===== src/rtl/ram_control_seq_if.sv =====
// ----------------------------------------------------------------------------
// ram_control_seq_if
//   Bundles the control, ROM and datapath signals of ram_control_seq.
//
//   Control : start, abort, start_addr[7:0], last_addr[7:0]
//   ROM     : en, addr[7:0] (to ROM), data[15:0] (from ROM, one-cycle latency)
//   Datapath: ctrl[15:0], ctrl_valid (to datapath), ctrl_ready (from datapath)
//   Status  : busy, done, step_count[8:0]
//
//   slave  : the sequencer side (ram_control_seq)
//   master : the environment side (controller, ROM and datapath)
// ----------------------------------------------------------------------------
interface ram_control_seq_if;
  logic        start;
  logic        abort;
  logic [7:0]  start_addr;
  logic [7:0]  last_addr;
  logic        en;
  logic [7:0]  addr;
  logic [15:0] data;
  logic [15:0] ctrl;
  logic        ctrl_valid;
  logic        ctrl_ready;
  logic        busy;
  logic        done;
  logic [8:0]  step_count;

  modport slave (
    input  start, abort, start_addr, last_addr, data, ctrl_ready,
    output en, addr, ctrl, ctrl_valid, busy, done, step_count
  );

  modport master (
    output start, abort, start_addr, last_addr, data, ctrl_ready,
    input  en, addr, ctrl, ctrl_valid, busy, done, step_count
  );
endinterface


===== src/rtl/ram_control_seq.sv =====
// ----------------------------------------------------------------------------
// ram_control_seq
//   Control-word sequencer. On start it reads a contiguous (mod-256) range of
//   16-bit control words from a one-cycle-latency ROM and streams them to a
//   datapath over a valid/ready handshake at up to one word per cycle.
//
//   Ports
//     clk  : system clock, rising edge only
//     rst  : synchronous active-high reset
//     bus  : ram_control_seq_if.slave (control, ROM, datapath and status)
//
//   States: IDLE -> FETCH (issue first read) -> RUN (present words) -> DONE
//   (one-cycle done pulse) -> IDLE. abort in FETCH/RUN returns to IDLE.
//
//   Configuration
//     RAM_CONTROL_SEQ_SKIP_NOP_EN : when defined, all-zero words read in RUN
//       are dropped internally (never presented, never counted).
// ----------------------------------------------------------------------------
module ram_control_seq (
  input  logic               clk,
  input  logic               rst,
  ram_control_seq_if.slave   bus
);

  typedef enum logic [1:0] {
    IDLE  = 2'd0,
    FETCH = 2'd1,
    RUN   = 2'd2,
    DONE  = 2'd3
  } state_e;

  state_e      state_q, state_d;
  logic [7:0]  fetch_addr_q, fetch_addr_d;
  logic [7:0]  last_q, last_d;
  logic [8:0]  step_count_q, step_count_d;

  logic        at_last;   // word on data is the final one of the range
  logic        is_nop;    // RUN word that is skipped rather than presented
  logic        xfer;      // datapath handshake completes this cycle
  logic        consume;   // current RUN word is retired (handshake or skip)

  logic        en_o;
  logic [7:0]  addr_o;
  logic [15:0] ctrl_o;
  logic        ctrl_valid_o;

  // --------------------------------------------------------------------------
  // Word qualification
  // --------------------------------------------------------------------------
  always_comb begin
    at_last = (fetch_addr_q == last_q);
`ifdef RAM_CONTROL_SEQ_SKIP_NOP_EN
    is_nop  = (state_q == RUN) && (bus.data == 16'h0000);
`else
    is_nop  = 1'b0;
`endif
    xfer    = (state_q == RUN) && !is_nop && bus.ctrl_ready;
    consume = xfer || is_nop;
  end

  // --------------------------------------------------------------------------
  // ROM and datapath drive. The ROM read for word N+1 is issued in the same
  // cycle word N retires, so data only advances when the current word leaves;
  // while stalled en stays low and the ROM holds its output.
  // --------------------------------------------------------------------------
  always_comb begin
    // NOTE: every output gets a default first so no path through the case
    // leaves a signal unassigned, which would infer a latch.
    en_o         = 1'b0;
    addr_o       = 8'h00;
    ctrl_o       = 16'h0000;
    ctrl_valid_o = 1'b0;
    unique case (state_q)
      FETCH: begin
        en_o   = 1'b1;
        addr_o = fetch_addr_q;
      end
      RUN: begin
        ctrl_o       = bus.data;
        ctrl_valid_o = !is_nop;
        // A skipped word retires unconditionally, so it may prefetch too.
        en_o         = (bus.ctrl_ready || is_nop) && !at_last;
        addr_o       = fetch_addr_q + 8'd1;
      end
      default: ;
    endcase
  end

  assign bus.en         = en_o;
  assign bus.addr       = addr_o;
  assign bus.ctrl       = ctrl_o;
  assign bus.ctrl_valid = ctrl_valid_o;
  assign bus.busy       = (state_q == FETCH) || (state_q == RUN);
  assign bus.done       = (state_q == DONE);
  assign bus.step_count = step_count_q;

  // --------------------------------------------------------------------------
  // Next-state logic
  // --------------------------------------------------------------------------
  always_comb begin
    state_d      = state_q;
    fetch_addr_d = fetch_addr_q;
    last_d       = last_q;
    step_count_d = step_count_q;

    unique case (state_q)
      IDLE: begin
        // start wins over a simultaneous abort; abort is not sampled here.
        if (bus.start) begin
          fetch_addr_d = bus.start_addr;
          last_d       = bus.last_addr;
          step_count_d = 9'd0;
          state_d      = FETCH;
        end
      end
      FETCH: begin
        state_d = bus.abort ? IDLE : RUN;
      end
      RUN: begin
        // abort discards any handshake happening in the same cycle.
        if (bus.abort) begin
          state_d = IDLE;
        end else if (consume) begin
          if (xfer) step_count_d = step_count_q + 9'd1;
          if (at_last) state_d      = DONE;
          else         fetch_addr_d = fetch_addr_q + 8'd1;
        end
      end
      DONE: begin
        state_d = IDLE;
      end
      default: state_d = IDLE;
    endcase
  end

  // --------------------------------------------------------------------------
  // State registers
  // --------------------------------------------------------------------------
  // NOTE: sequential state uses non-blocking assignments so every flop samples
  // the pre-edge values, independent of block evaluation order.
  always_ff @(posedge clk) begin
    if (rst) begin
      state_q      <= IDLE;
      fetch_addr_q <= 8'h00;
      last_q       <= 8'h00;
      step_count_q <= 9'd0;
    end else begin
      state_q      <= state_d;
      fetch_addr_q <= fetch_addr_d;
      last_q       <= last_d;
      step_count_q <= step_count_d;
    end
  end

endmodule


===== src/flat_wrapper.sv =====
// flat-port wrapper written by rule: the top's interface ports become plain ports
module ram_control_seq_flat 
  (clk, rst, bus_start, bus_abort, bus_start_addr, bus_last_addr, bus_data, bus_ctrl_ready, bus_en, bus_addr, bus_ctrl, bus_ctrl_valid, bus_busy, bus_done, bus_step_count);
  ram_control_seq_if bus_i ();
  input  logic clk;
  input  logic rst;
  input wire logic [$bits(bus_i.start)-1:0] bus_start;
  input wire logic [$bits(bus_i.abort)-1:0] bus_abort;
  input wire logic [$bits(bus_i.start_addr)-1:0] bus_start_addr;
  input wire logic [$bits(bus_i.last_addr)-1:0] bus_last_addr;
  input wire logic [$bits(bus_i.data)-1:0] bus_data;
  input wire logic [$bits(bus_i.ctrl_ready)-1:0] bus_ctrl_ready;
  output wire logic [$bits(bus_i.en)-1:0] bus_en;
  output wire logic [$bits(bus_i.addr)-1:0] bus_addr;
  output wire logic [$bits(bus_i.ctrl)-1:0] bus_ctrl;
  output wire logic [$bits(bus_i.ctrl_valid)-1:0] bus_ctrl_valid;
  output wire logic [$bits(bus_i.busy)-1:0] bus_busy;
  output wire logic [$bits(bus_i.done)-1:0] bus_done;
  output wire logic [$bits(bus_i.step_count)-1:0] bus_step_count;
  assign bus_i.start = bus_start;
  assign bus_i.abort = bus_abort;
  assign bus_i.start_addr = bus_start_addr;
  assign bus_i.last_addr = bus_last_addr;
  assign bus_i.data = bus_data;
  assign bus_i.ctrl_ready = bus_ctrl_ready;
  assign bus_en = bus_i.en;
  assign bus_addr = bus_i.addr;
  assign bus_ctrl = bus_i.ctrl;
  assign bus_ctrl_valid = bus_i.ctrl_valid;
  assign bus_busy = bus_i.busy;
  assign bus_done = bus_i.done;
  assign bus_step_count = bus_i.step_count;
  ram_control_seq u_core (.clk(clk), .rst(rst), .bus(bus_i));
endmodule

===== config.mk =====
export PLATFORM = sky130hd
export DESIGN_NAME = ram_control_seq_flat
export DESIGN_NICKNAME = d
export VERILOG_FILES = /design/src/rtl/ram_control_seq_if.sv /design/src/rtl/ram_control_seq.sv /design/src/flat_wrapper.sv
export SDC_FILE = /design/constraint.sdc
export NUM_CORES = 1
export LEC_CHECK = 0
export CELL_PAD_IN_SITES_DETAIL_PLACEMENT = 0
export CELL_PAD_IN_SITES_GLOBAL_PLACEMENT = 1
export CORE_UTILIZATION = 30
export CTS_CLUSTER_DIAMETER = 60
export CTS_CLUSTER_SIZE = 8
export DETAILED_ROUTE_END_ITERATION = 8
export HOLD_SLACK_MARGIN = 0.15
export PLACE_DENSITY = 0.86
export SKIP_CTS_REPAIR_TIMING = 1
export SYNTH_ARGS = -nofsm -noshare
export SYNTH_HDL_FRONTEND = slang
export SYNTH_SLANG_ARGS = --single-unit

===== constraint.sdc =====
create_clock -name clk -period 2.58 [get_ports clk]
set_input_delay 0.774 -clock clk [delete_from_list [all_inputs] [get_ports clk]]
set_output_delay 0.774 -clock clk [all_outputs]
set_load 0.02 [all_outputs]

Yosys cells after proc, flatten, opt, wreduce, memory -nomap -nowiden. Cells that the tools add are included.

Word-level logic and storage cells: 45. Output and inout bits: 37. Input bits: 37. Register bits: 27.

Multiplexer cells: 19. Reductions and logical operators: 10. Equal/unequal tests: 10. $add $sub $neg: 2.

Operators with widths (count): $mux 8 (4); $pmux 8 s2 (2); $mux 9 (3); $pmux 9 s2 (1); $mux 16 (1); $mux 2 (5); $add 9x1->9 const B (1); $add 8x1->8 const B (1); $eq 8x8->1 (1); $pmux 2 s4 (1); $ne 2x2->1 const B (3); $ne 3x2->1 const B (2); $reduce_and 5->1 (1); $eq 2x2->1 const B (2); $reduce_and 4->1 (1); $reduce_and 3->1 (1); $eq 2x1->1 const B (1); $logic_and 1x1->1 (2); $logic_not 2->1 (1); $ne 2x1->1 const B (1); $pmux 1 s2 (1); $reduce_and 2->1 (1); $reduce_bool 2->1 (1); $logic_not 1->1 (1); 2 further kinds (2).

Depth between registers and ports, before layout. Gate-level depths: netlist of run 1.

Word-level depth: 5. Gate-level depth with buffers: 7. Depth with buffers taken out: 7.

Worst setup path after synthesis of run 1. No wires, ideal clock.

Path kind: flip-flop to output port. From: register u_core.state_q[0]. To: output port bus_addr[6]. Stages on the path, launching flop included: 6. Required time: 1.806 ns. Path slack: -0.100 ns. Buffers on the path: 0. Arrival: 1.906 ns. Cell sequence: dfxtp_1 > inv_1 > ha_1 > inv_2 > or4_1 > a21boi_0.

Word-level cells in the longest chain between the ends: 2. Elaborated cells between the ends (all ways): 3. Classes of those cells: eq/ne (2); mux (1).

Ends and longest elaborated chain: start: declaration (RTL line ram_control_seq.sv:32) `state_e state_q, state_d;`; start signal: assignment (RTL line ram_control_seq.sv:148) `state_q <= state_d;`; $eq 2x2->1 or $eq 2x1->1 (tied branches) (RTL line ram_control_seq.sv:73) `unique case (state_q)`; $pmux 8 s2 (*) (RTL line ram_control_seq.sv:73); end: declaration (RTL line flat_wrapper.sv:14) `output wire logic [$bits(bus_i.addr)-1:0] bus_addr;`.

Mark *: on every way between the ends. The rest lies on a longest branch, timed or not.

Worst setup path after layout of run 1. Ends and elaborated chain as after synthesis.

==> results of run 1 <==
## worst paths after layout
kind,start,end,slack (ns),depth (start not counted)
min reg2reg,u_core.last_q[5]$_SDFFE_PP0P_,u_core.last_q[5]$_SDFFE_PP0P_,0.48,2
min,u_core.last_q[5]$_SDFFE_PP0P_,u_core.last_q[5]$_SDFFE_PP0P_,0.48,2
max reg2reg,u_core.state_q[1]$_SDFFE_PP0P_,u_core.fetch_addr_q[4]$_SDFFE_PP0P_,0.52,8
max,u_core.state_q[0]$_SDFFE_PP0P_,bus_addr[6],0.04,7
## cell families (layout without fill, tap and decap cells)
kind of cell,after synthesis,count (layout),synth area share (%)
flops,27,27,30.7
fa+ha+maj,6,6,4.26
buf+inv,18,121,4.26
compound gates,54,54,20.5
simple gates,111,111,32.8
xor+xnor,15,15,7.46
## worst min-delay path, cell delays in order (launching register included)
cell,delay (ns)
dfxtp_1,0.33
nand2_1,0.05
a21oi_1,0.05
## report_power, final
group / total [mW] / leakage [nW] / internal [mW] / switching [mW]
Combinational: 0.418 / 1.22 / 0.218 / 0.200
Clock: 0.248 / 0.0228 / 0.111 / 0.137
Sequential: 0.474 / 0.222 / 0.446 / 0.0282
## per-stage QoR
stage / instances / hold WS (ns)
final: 406 / 0.475
after global routing: 406 / 0.500
after CTS: 399 / 0.478
after detailed placement: 395 / 0.465
after global placement: 395 / 0.458
after floorplan: 231 / 0.449
## sequential cells by signal (all words and copies together), names as in the netlist
signal and flops:
u_core.bus.step_count 9, u_core.state_q 2, u_core.last_q 8, u_core.fetch_addr_q 8
## layer usage
metal,routed length (µm),track usage [%],part of all wire (%)
met4,55,5.19,1.0
met3,471,2.79,8.6
met5,0,0,0
met1,2360,20.8,43
met2,2580,29.9,47
## cells in the final DEF, fill, tap and decap left out, drive strengths merged, types with 2 or more instances in the layout
cell           count
and2              23
a21o               2
buf               40
nor2              21
a31oi              7
nor2b              3
a211o              2
and4               2
dlymetal6s2s      19
a21oi             12
nand3b             2
nand2b             2
ha                 6
clkdlybuf4s50     47
nand4              8
and3               4
nand3              3
o31ai              2
inv                7
nand2             33
xor2               5
nor3               4
clkbuf             8
a21boi             3
o21ai             15
dfxtp             27
a311oi             3
a22oi              2
xnor2             10
nor4b              2
## layout make-up
type	instances	area share [%]
Sequential cell	27	18.4
Inverter	7	0.968
Tap cell	72	3.03
Timing Repair Buffer	110	35.8
Clock buffer	4	1.51
Multi-Input combinational cell	186	40.3
==> impl_metrics.json, run 1 <==
{
  "cts_tree": "done",
  "antenna_left": 0,
  "routed_wl_um": 5470,
  "gp_congestion": 0.863,
  "period_needed_ns": 2.54,
  "dp_hpwl_um": 4090,
  "yosysSeqAreaShare_pct": 30.7,
  "drt-initial-drc-count": 87,
  "root_buffer": "clkbuf_8",
  "grt_max_degree": 34,
  "ir_drop_v": 0.000257,
  "h-tree-depth": 1,
  "synth_common_cells": "32 x nand2_1, 27 x dfxtp_1, 21 x and2_1",
  "core.rowCount": 27,
  "p_leak_nw": 1.46,
  "seqCellArea_um2": 547,
  "yosys-top-cells-area": "dfxtp_1 31%, and2_1 7.5%, nand2_1 6.8%, xnor2_1 5.0%, ha_1 4.3%",
  "finalNetCount": 378,
  "yosysTopAreaCell": "dfxtp_1",
  "postLayoutCoreUtil_pct": 53.4,
  "slowest_delay_ns": 0.52,
  "max_clock_freq_ghz": 0.393,
  "synth.distinct_cells": 44,
  "synth_edf_count": 0,
  "io_buffers": 73,
  "wl_per_cell_um": 13.5,
  "relSlewSlack_pct": 71.7,
  "setup_violations": 0,
  "crit_top_cell": "buf_6",
  "cpMaxStageDelayCell": "or4_4",
  "final_cell_area_um2": 2970,
  "avgSynthCellArea_um2": 7.62,
  "cp-start-kind": "flop",
  "syn_nets": 274,
  "final-max-slew-violation-count": 0,
  "grt_overflow": 0,
  "fp.dieW_um": 78.6,
  "clkTransAtPathRegs_ns": 0.10,
  "pre_cts_slack_ns": -0.274,
  "synth_most_common_cell": "nand2_1",
  "viasPerCell": 4.95,
  "drt_first_pass_iters": 4,
  "placed_cell_area_um2": 2760,
  "synth_seq_cells": 27,
  "synth_area_um2": 1760,
  "cp_num_buf_inv": 4,
  "path_cells": "inv_2, ha_4, buf_6, inv_4, or4_4, a21boi_2, buf_6",
  "fill_cells": 542,
  "grt_pass1_wl_um": 8470,
  "grt.total_usage_pct": 17.0,
  "setup_ws_ns": 0.0351,
  "path_delay_family": "simple AND/OR/NAND/NOR gates",
  "synthCells": 231,
  "clk_latency_ns": 0.27,
  "multi_input_area_um2": 1200,
  "hold_viol_final": 0,
  "die-area_um2": 6180,
  "endpoint_kind": "primary output",
  "synthArstFlopShare_pct": 0,
  "cts_buffers": 3,
  "rsz0062_at_grt": "yes",
  "routed-via-count": 2010,
  "setup-tns-final_ns": 0,
  "path_max_fanout": 3,
  "p_per_area_nw_per_um2": 383,
  "area_growth_pct": 68.9,
  "finClkSkew_ns": 0.00431,
  "start_util_pct": 31.6,
  "critPathArrivalTime_ns": 1.77,
  "dominantRegCellSynth": "dfxtp_1",
  "worst_ep_required_time_ns": 1.81,
  "p_total_mw": 1.14,
  "tightest_slew_ns": 0.424,
  "grt_pass1_vias": 1853,
  "drc": 0,
  "coreArea_um2": 5570,
  "dieHeight_um": 78.6,
  "path_class": "flop to primary output",
  "max-clock-path-buffers": 2,
  "layout-drive-gt1-share_pct": 21.0,
  "hold_path.class": "flop to flop",
  "ys_warn_count": 0,
  "grt_antenna_before_repair": 0,
  "insertedDiodeCount": 0,
  "status": "completed",
  "clock_sinks": 27,
  "ios": 74,
  "synth_top_area_share_pct": 30.7,
  "drv_cap": 0,
  "period_share_pct": 98.6
}
Power figures use the tool's default switching activity.
==> run 2, diff against run 1 <==
==> constraint.sdc (replaced) <==
create_clock -name clk -period 2.58 [get_ports clk]
set_input_delay 0.774 -clock clk [delete_from_list [all_inputs] [get_ports clk]]
set_output_delay 0.774 -clock clk [all_outputs]
set_load 0.005 [all_outputs]
==> impl_metrics.json, run 2 (synthesized netlist as in run 1, its figures left out) <==
{
  "drt_first_pass_iters": 4,
  "clk_latency_ns": 0.28,
  "cp-endpoint": "bus_addr[2]",
  "grt_pass1_wl_um": 8250,
  "seqCellArea_um2": 548,
  "r2r_slack_ns": 0.59,
  "fp.dieW_um": 78.6,
  "finalNetCount": 372,
  "p_seq_share_pct": 42.0,
  "grt_overflow": 0,
  "root_buffer": "clkbuf_8",
  "fill_cells": 541,
  "sw_frac_of_total_pct": 30.9,
  "worst_ep_required_time_ns": 1.81,
  "insertedDiodeCount": 0,
  "hold_viol_final": 0,
  "grt.total_usage_pct": 16.6,
  "coreArea_um2": 5570,
  "max-clock-path-buffers": 2,
  "setup_ws_ns": -0.137,
  "drv_cap": 0,
  "clock_sinks": 27,
  "rsz0062_at_grt": "yes",
  "die-area_um2": 6180,
  "cts_buffers": 3,
  "relSlewSlack_pct": 76.3,
  "crit_start": "u_core.state_q[1]$_SDFFE_PP0P_",
  "antenna_left": 0,
  "violations": "setup timing",
  "final_cell_area_um2": 2970,
  "final-max-slew-violation-count": 0,
  "routed-via-count": 1990,
  "routed_wl_um": 5390,
  "drc": 0,
  "placed_cell_area_um2": 2720,
  "io_buffers": 73,
  "hold_path.class": "flop to flop",
  "gp_congestion": 0.899,
  "max_clock_freq_ghz": 0.368,
  "grt_antenna_before_repair": 0,
  "cts_tree": "done",
  "period_share_pct": 105,
  "reg2reg_depth": 8,
  "period_needed_ns": 2.72,
  "grt_pass1_vias": 1842,
  "setup-tns-final_ns": -0.137,
  "ios": 74,
  "pre_cts_slack_ns": -0.213,
  "cp-start-kind": "flop",
  "p_leak_nw": 1.53,
  "finalNonFillerCells": 400,
  "start_util_pct": 31.6,
  "area_growth_pct": 68.6,
  "dp_hpwl_um": 3920,
  "layout_common_cells": "48 x clkdlybuf4s50_1, 32 x nand2_1, 28 x buf_4",
  "clkTransAtPathRegs_ns": 0.09,
  "largest_reg_flops": 9,
  "layout-drive-gt1-share_pct": 17.4,
  "path_class": "flop to primary output",
  "h-tree-depth": 1,
  "dieHeight_um": 78.6,
  "endpoint_kind": "primary output",
  "placed_cells": 390,
  "rr_startpoint": "u_core.state_q[1]$_SDFFE_PP0P_",
  "critPathArrivalTime_ns": 1.94,
  "grt_max_degree": 34,
  "multi_input_area_um2": 1210,
  "path_max_fanout": 6,
  "combPwrFrac_pct": 36.3,
  "drt-initial-drc-count": 114,
  "p_per_area_nw_per_um2": 383,
  "setup_violations": 1,
  "p_switching_mw": 0.351,
  "finClkSkew_ns": 0.00715,
  "status": "complete, but fails checks",
  "ir_drop_v": 0.000199,
  "core.rowCount": 27,
  "viasPerCell": 4.98,
  "p_total_mw": 1.14,
  "tightest_slew_ns": 0.355,
  "clkPwrFrac_pct": 21.6,
  "wl_per_cell_um": 13.5,
  "p_int_mw": 0.785,
  "layout_commonest_cell": "clkdlybuf4s50_1",
  "r2r-end": "u_core.fetch_addr_q[7]$_SDFFE_PP0P_"
}
run 2: cell count changes in the layout (fill, tap and decap cells not counted), sizes merged:
cell / before / now
clkdlybuf4s50: 47 / 48
clkbuf: 8 / 4
clkinvlp: 0 / 1
inv: 7 / 6
buf: 40 / 31
dlymetal6s2s: 19 / 25
run 2: power by group through the flow:
stage / logic, mW / registers (mW) / clock network [mW]
6_report: 0.413 / 0.477 / 0.246
5_1_grt: 0.451 / 0.482 / 0.266
4_1_cts: 0.370 / 0.472 / 0.251
2_1_floorplan: 0.179 / 0.478 / 0
3_3_place_gp: 0.364 / 0.481 / 0
3_5_place_dp: 0.367 / 0.482 / 0
run 2: routing by layer:
metal / global-route usage, % / part of all wire (%) / up-vias
met5: 0 / 0 / -
met4: 7.41 / 2.7 / 0
met3: 2.67 / 7.1 / 13
met2: 28.3 / 47 / 79
met1: 20.3 / 44 / 895
li1: - / - / 1003
run 2: worst max-delay path, stage by stage (launching register included):
cell and delay, ns:
dfxtp_2 0.37, buf_4 0.14, clkinvlp_4 0.13, ha_4 0.21, o21ai_0 0.14, o21ai_0 0.09, and2_1 0.15, clkdlybuf4s50_1 0.44
run 2: area by class of cell:
| type | instances | area share [%] |
|---|---|---|
| multi-input cells | 186 | 40.8 |
| well taps | 72 | 3.04 |
| flip-flops and latches | 27 | 18.5 |
| inverters | 7 | 1.01 |
| repair buffers | 104 | 35.2 |
| clock buffers | 4 | 1.52 |
run 2: stage by stage:
| step | hold slack (ns) | utilization [%] |
|---|---|---|
| floorplan | 0.449 | - |
| global placement | 0.457 | 48.8 |
| detailed placement | 0.461 | 48.8 |
| CTS | 0.475 | 49.6 |
| global route | 0.504 | 53.2 |
| finish | 0.475 | 53.2 |
run 2: how the worst min path moves through the flow:
stage | start | end | slack (ns) | cells past startpoint
after floorplan | u_core.last_q[0]$_SDFFE_PP0P_ | u_core.last_q[0]$_SDFFE_PP0P_ | 0.45 | 2
after global placement | u_core.last_q[0]$_SDFFE_PP0P_ | u_core.last_q[0]$_SDFFE_PP0P_ | 0.46 | 2
after detailed placement | u_core.last_q[5]$_SDFFE_PP0P_ | u_core.last_q[5]$_SDFFE_PP0P_ | 0.46 | 2
after CTS | u_core.last_q[5]$_SDFFE_PP0P_ | u_core.last_q[5]$_SDFFE_PP0P_ | 0.47 | 2
after global routing | u_core.last_q[2]$_SDFFE_PP0P_ | u_core.last_q[2]$_SDFFE_PP0P_ | 0.50 | 2
final | u_core.last_q[5]$_SDFFE_PP0P_ | u_core.last_q[5]$_SDFFE_PP0P_ | 0.48 | 2
==> run 3, diff against run 2 <==
--- a/config.mk
+++ b/config.mk
@@ -13,6 +13,7 @@
 export DETAILED_ROUTE_END_ITERATION = 8
 export HOLD_SLACK_MARGIN = 0.15
 export PLACE_DENSITY = 0.86
+export RECOVER_POWER = 100
 export SKIP_CTS_REPAIR_TIMING = 1
 export SYNTH_ARGS = -nofsm -noshare
 export SYNTH_HDL_FRONTEND = slang
==> impl_metrics.json, run 3 (synthesized netlist as in run 1, its figures left out) <==
{
  "status": "complete, but fails checks",
  "violations": "setup timing",
  "die-area_um2": 6180,
  "drt-initial-drc-count": 113,
  "insertedDiodeCount": 0,
  "clock_sinks": 27,
  "core.rowCount": 27,
  "grt.total_usage_pct": 16.6,
  "cts_buffers": 3,
  "dp_hpwl_um": 3920,
  "grt_antenna_before_repair": 0,
  "io_buffers": 73,
  "grt_pass1_wl_um": 8250,
  "final_cell_area_um2": 2950,
  "dieHeight_um": 78.6,
  "layout-drive-gt1-share_pct": 17.1,
  "finalNetCount": 372,
  "gp_congestion": 0.899,
  "period_needed_ns": 2.72,
  "cp-start-kind": "flop",
  "drv_cap": 0,
  "drc": 0,
  "p_per_area_nw_per_um2": 383,
  "start_util_pct": 31.6,
  "antenna_left": 0,
  "placed_cells": 390,
  "period_share_pct": 105,
  "cts_tree": "done",
  "crit_top_cell": "o21ai_0",
  "largest_reg_flops": 9,
  "setup_violations": 1,
  "finClkSkew_ns": 0.00742,
  "wl_per_cell_um": 13.4,
  "relSlewSlack_pct": 65.9,
  "tightest_slew_ns": 0.511,
  "cpMaxStageDelayCell": "clkdlybuf4s50_1",
  "placed_cell_area_um2": 2720,
  "endpoint_kind": "primary output",
  "grt_pass1_vias": 1842,
  "viasPerCell": 4.97,
  "layout_commonest_cell": "clkdlybuf4s50_1",
  "ios": 74,
  "fill_cells": 545,
  "max-clock-path-buffers": 2,
  "ir_drop_v": 0.000199,
  "hold_viol_final": 0,
  "clk_latency_ns": 0.28,
  "hold_path.class": "flop to flop",
  "path_cells": "buf_4, clkinvlp_4, ha_4, o21ai_0, o21ai_0, and2_1, clkdlybuf4s50_1",
  "postLayoutCoreUtil_pct": 53.0,
  "routed_wl_um": 5340,
  "fp.dieW_um": 78.6,
  "grt_max_degree": 34,
  "pre_cts_slack_ns": -0.213,
  "setup_ws_ns": -0.137,
  "critPathArrivalTime_ns": 1.94,
  "path_class": "flop to primary output",
  "r2r_slack_ns": 0.49,
  "coreArea_um2": 5570,
  "rsz0062_at_grt": "yes",
  "clkTransAtPathRegs_ns": 0.09,
  "worst_ep_required_time_ns": 1.81,
  "final-max-slew-violation-count": 0,
  "routed-via-count": 1988,
  "drt_first_pass_iters": 4,
  "slowest_delay_ns": 0.44,
  "h-tree-depth": 1,
  "p_leak_nw": 1.48,
  "path_max_fanout": 6,
  "layout_common_cells": "37 x clkdlybuf4s50_1, 32 x nand2_1, 25 x buf_4",
  "finalNonFillerCells": 400,
  "root_buffer": "clkbuf_8",
  "grt_overflow": 0,
  "max_clock_freq_ghz": 0.368,
  "area_growth_pct": 67.8
}
-- run 3: worst paths after layout --
kind / startpoint / endpoint / depth (start not counted)
max reg2reg: u_core.state_q[0]$_SDFFE_PP0P_ / u_core.fetch_addr_q[5]$_SDFFE_PP0P_ / 9
max: u_core.state_q[1]$_SDFFE_PP0P_ / bus_addr[2] / 7
min: u_core.last_q[5]$_SDFFE_PP0P_ / u_core.last_q[5]$_SDFFE_PP0P_ / 2
min reg2reg: u_core.last_q[5]$_SDFFE_PP0P_ / u_core.last_q[5]$_SDFFE_PP0P_ / 2
-- run 3: worst max-delay path, delay by kind of cell (launching register included) --
kind	cells	cell delay, ns
compound gates	2	0.23
fa+ha+maj	1	0.21
buf+inv	3	0.71
flops	1	0.37
simple gates	1	0.16
-- run 3: area by class of cell --
class	instances	area, µm²	share of cell area [%]
tap	72	90.1	3.05
timing repair buffer	104	1030	34.9
sequential	27	548	18.6
inverter	7	30.0	1.02
multi-input combinational	186	1210	41.0
clock buffer	4	45.0	1.52
-- run 3: power breakdown --
part / internal [mW] / total (mW) / switching (mW)
clock: 0.111 / 0.246 / 0.135
combinational: 0.224 / 0.409 / 0.185
sequential: 0.446 / 0.477 / 0.0316
-- run 3: routing by layer --
layer | vias up | wire length (µm) | global-route usage [%]
met5 | - | 0 | 0
met4 | 0 | 144 | 7.41
met3 | 13 | 366 | 2.67
met2 | 77 | 2500 | 28.3
met1 | 893 | 2340 | 20.3
li1 | 1005 | - | -
-- run 3: stage by stage --
stage / TNS [ns] / total power [mW] / hold slack, ns
final: -0.137 / 1.13 / 0.474
after global routing: -0.477 / 1.19 / 0.504
after CTS: -2.81 / 1.09 / 0.475
after detailed placement: -0.753 / 0.849 / 0.461
after global placement: -0.726 / 0.845 / 0.457
after floorplan: 0 / 0.657 / 0.449
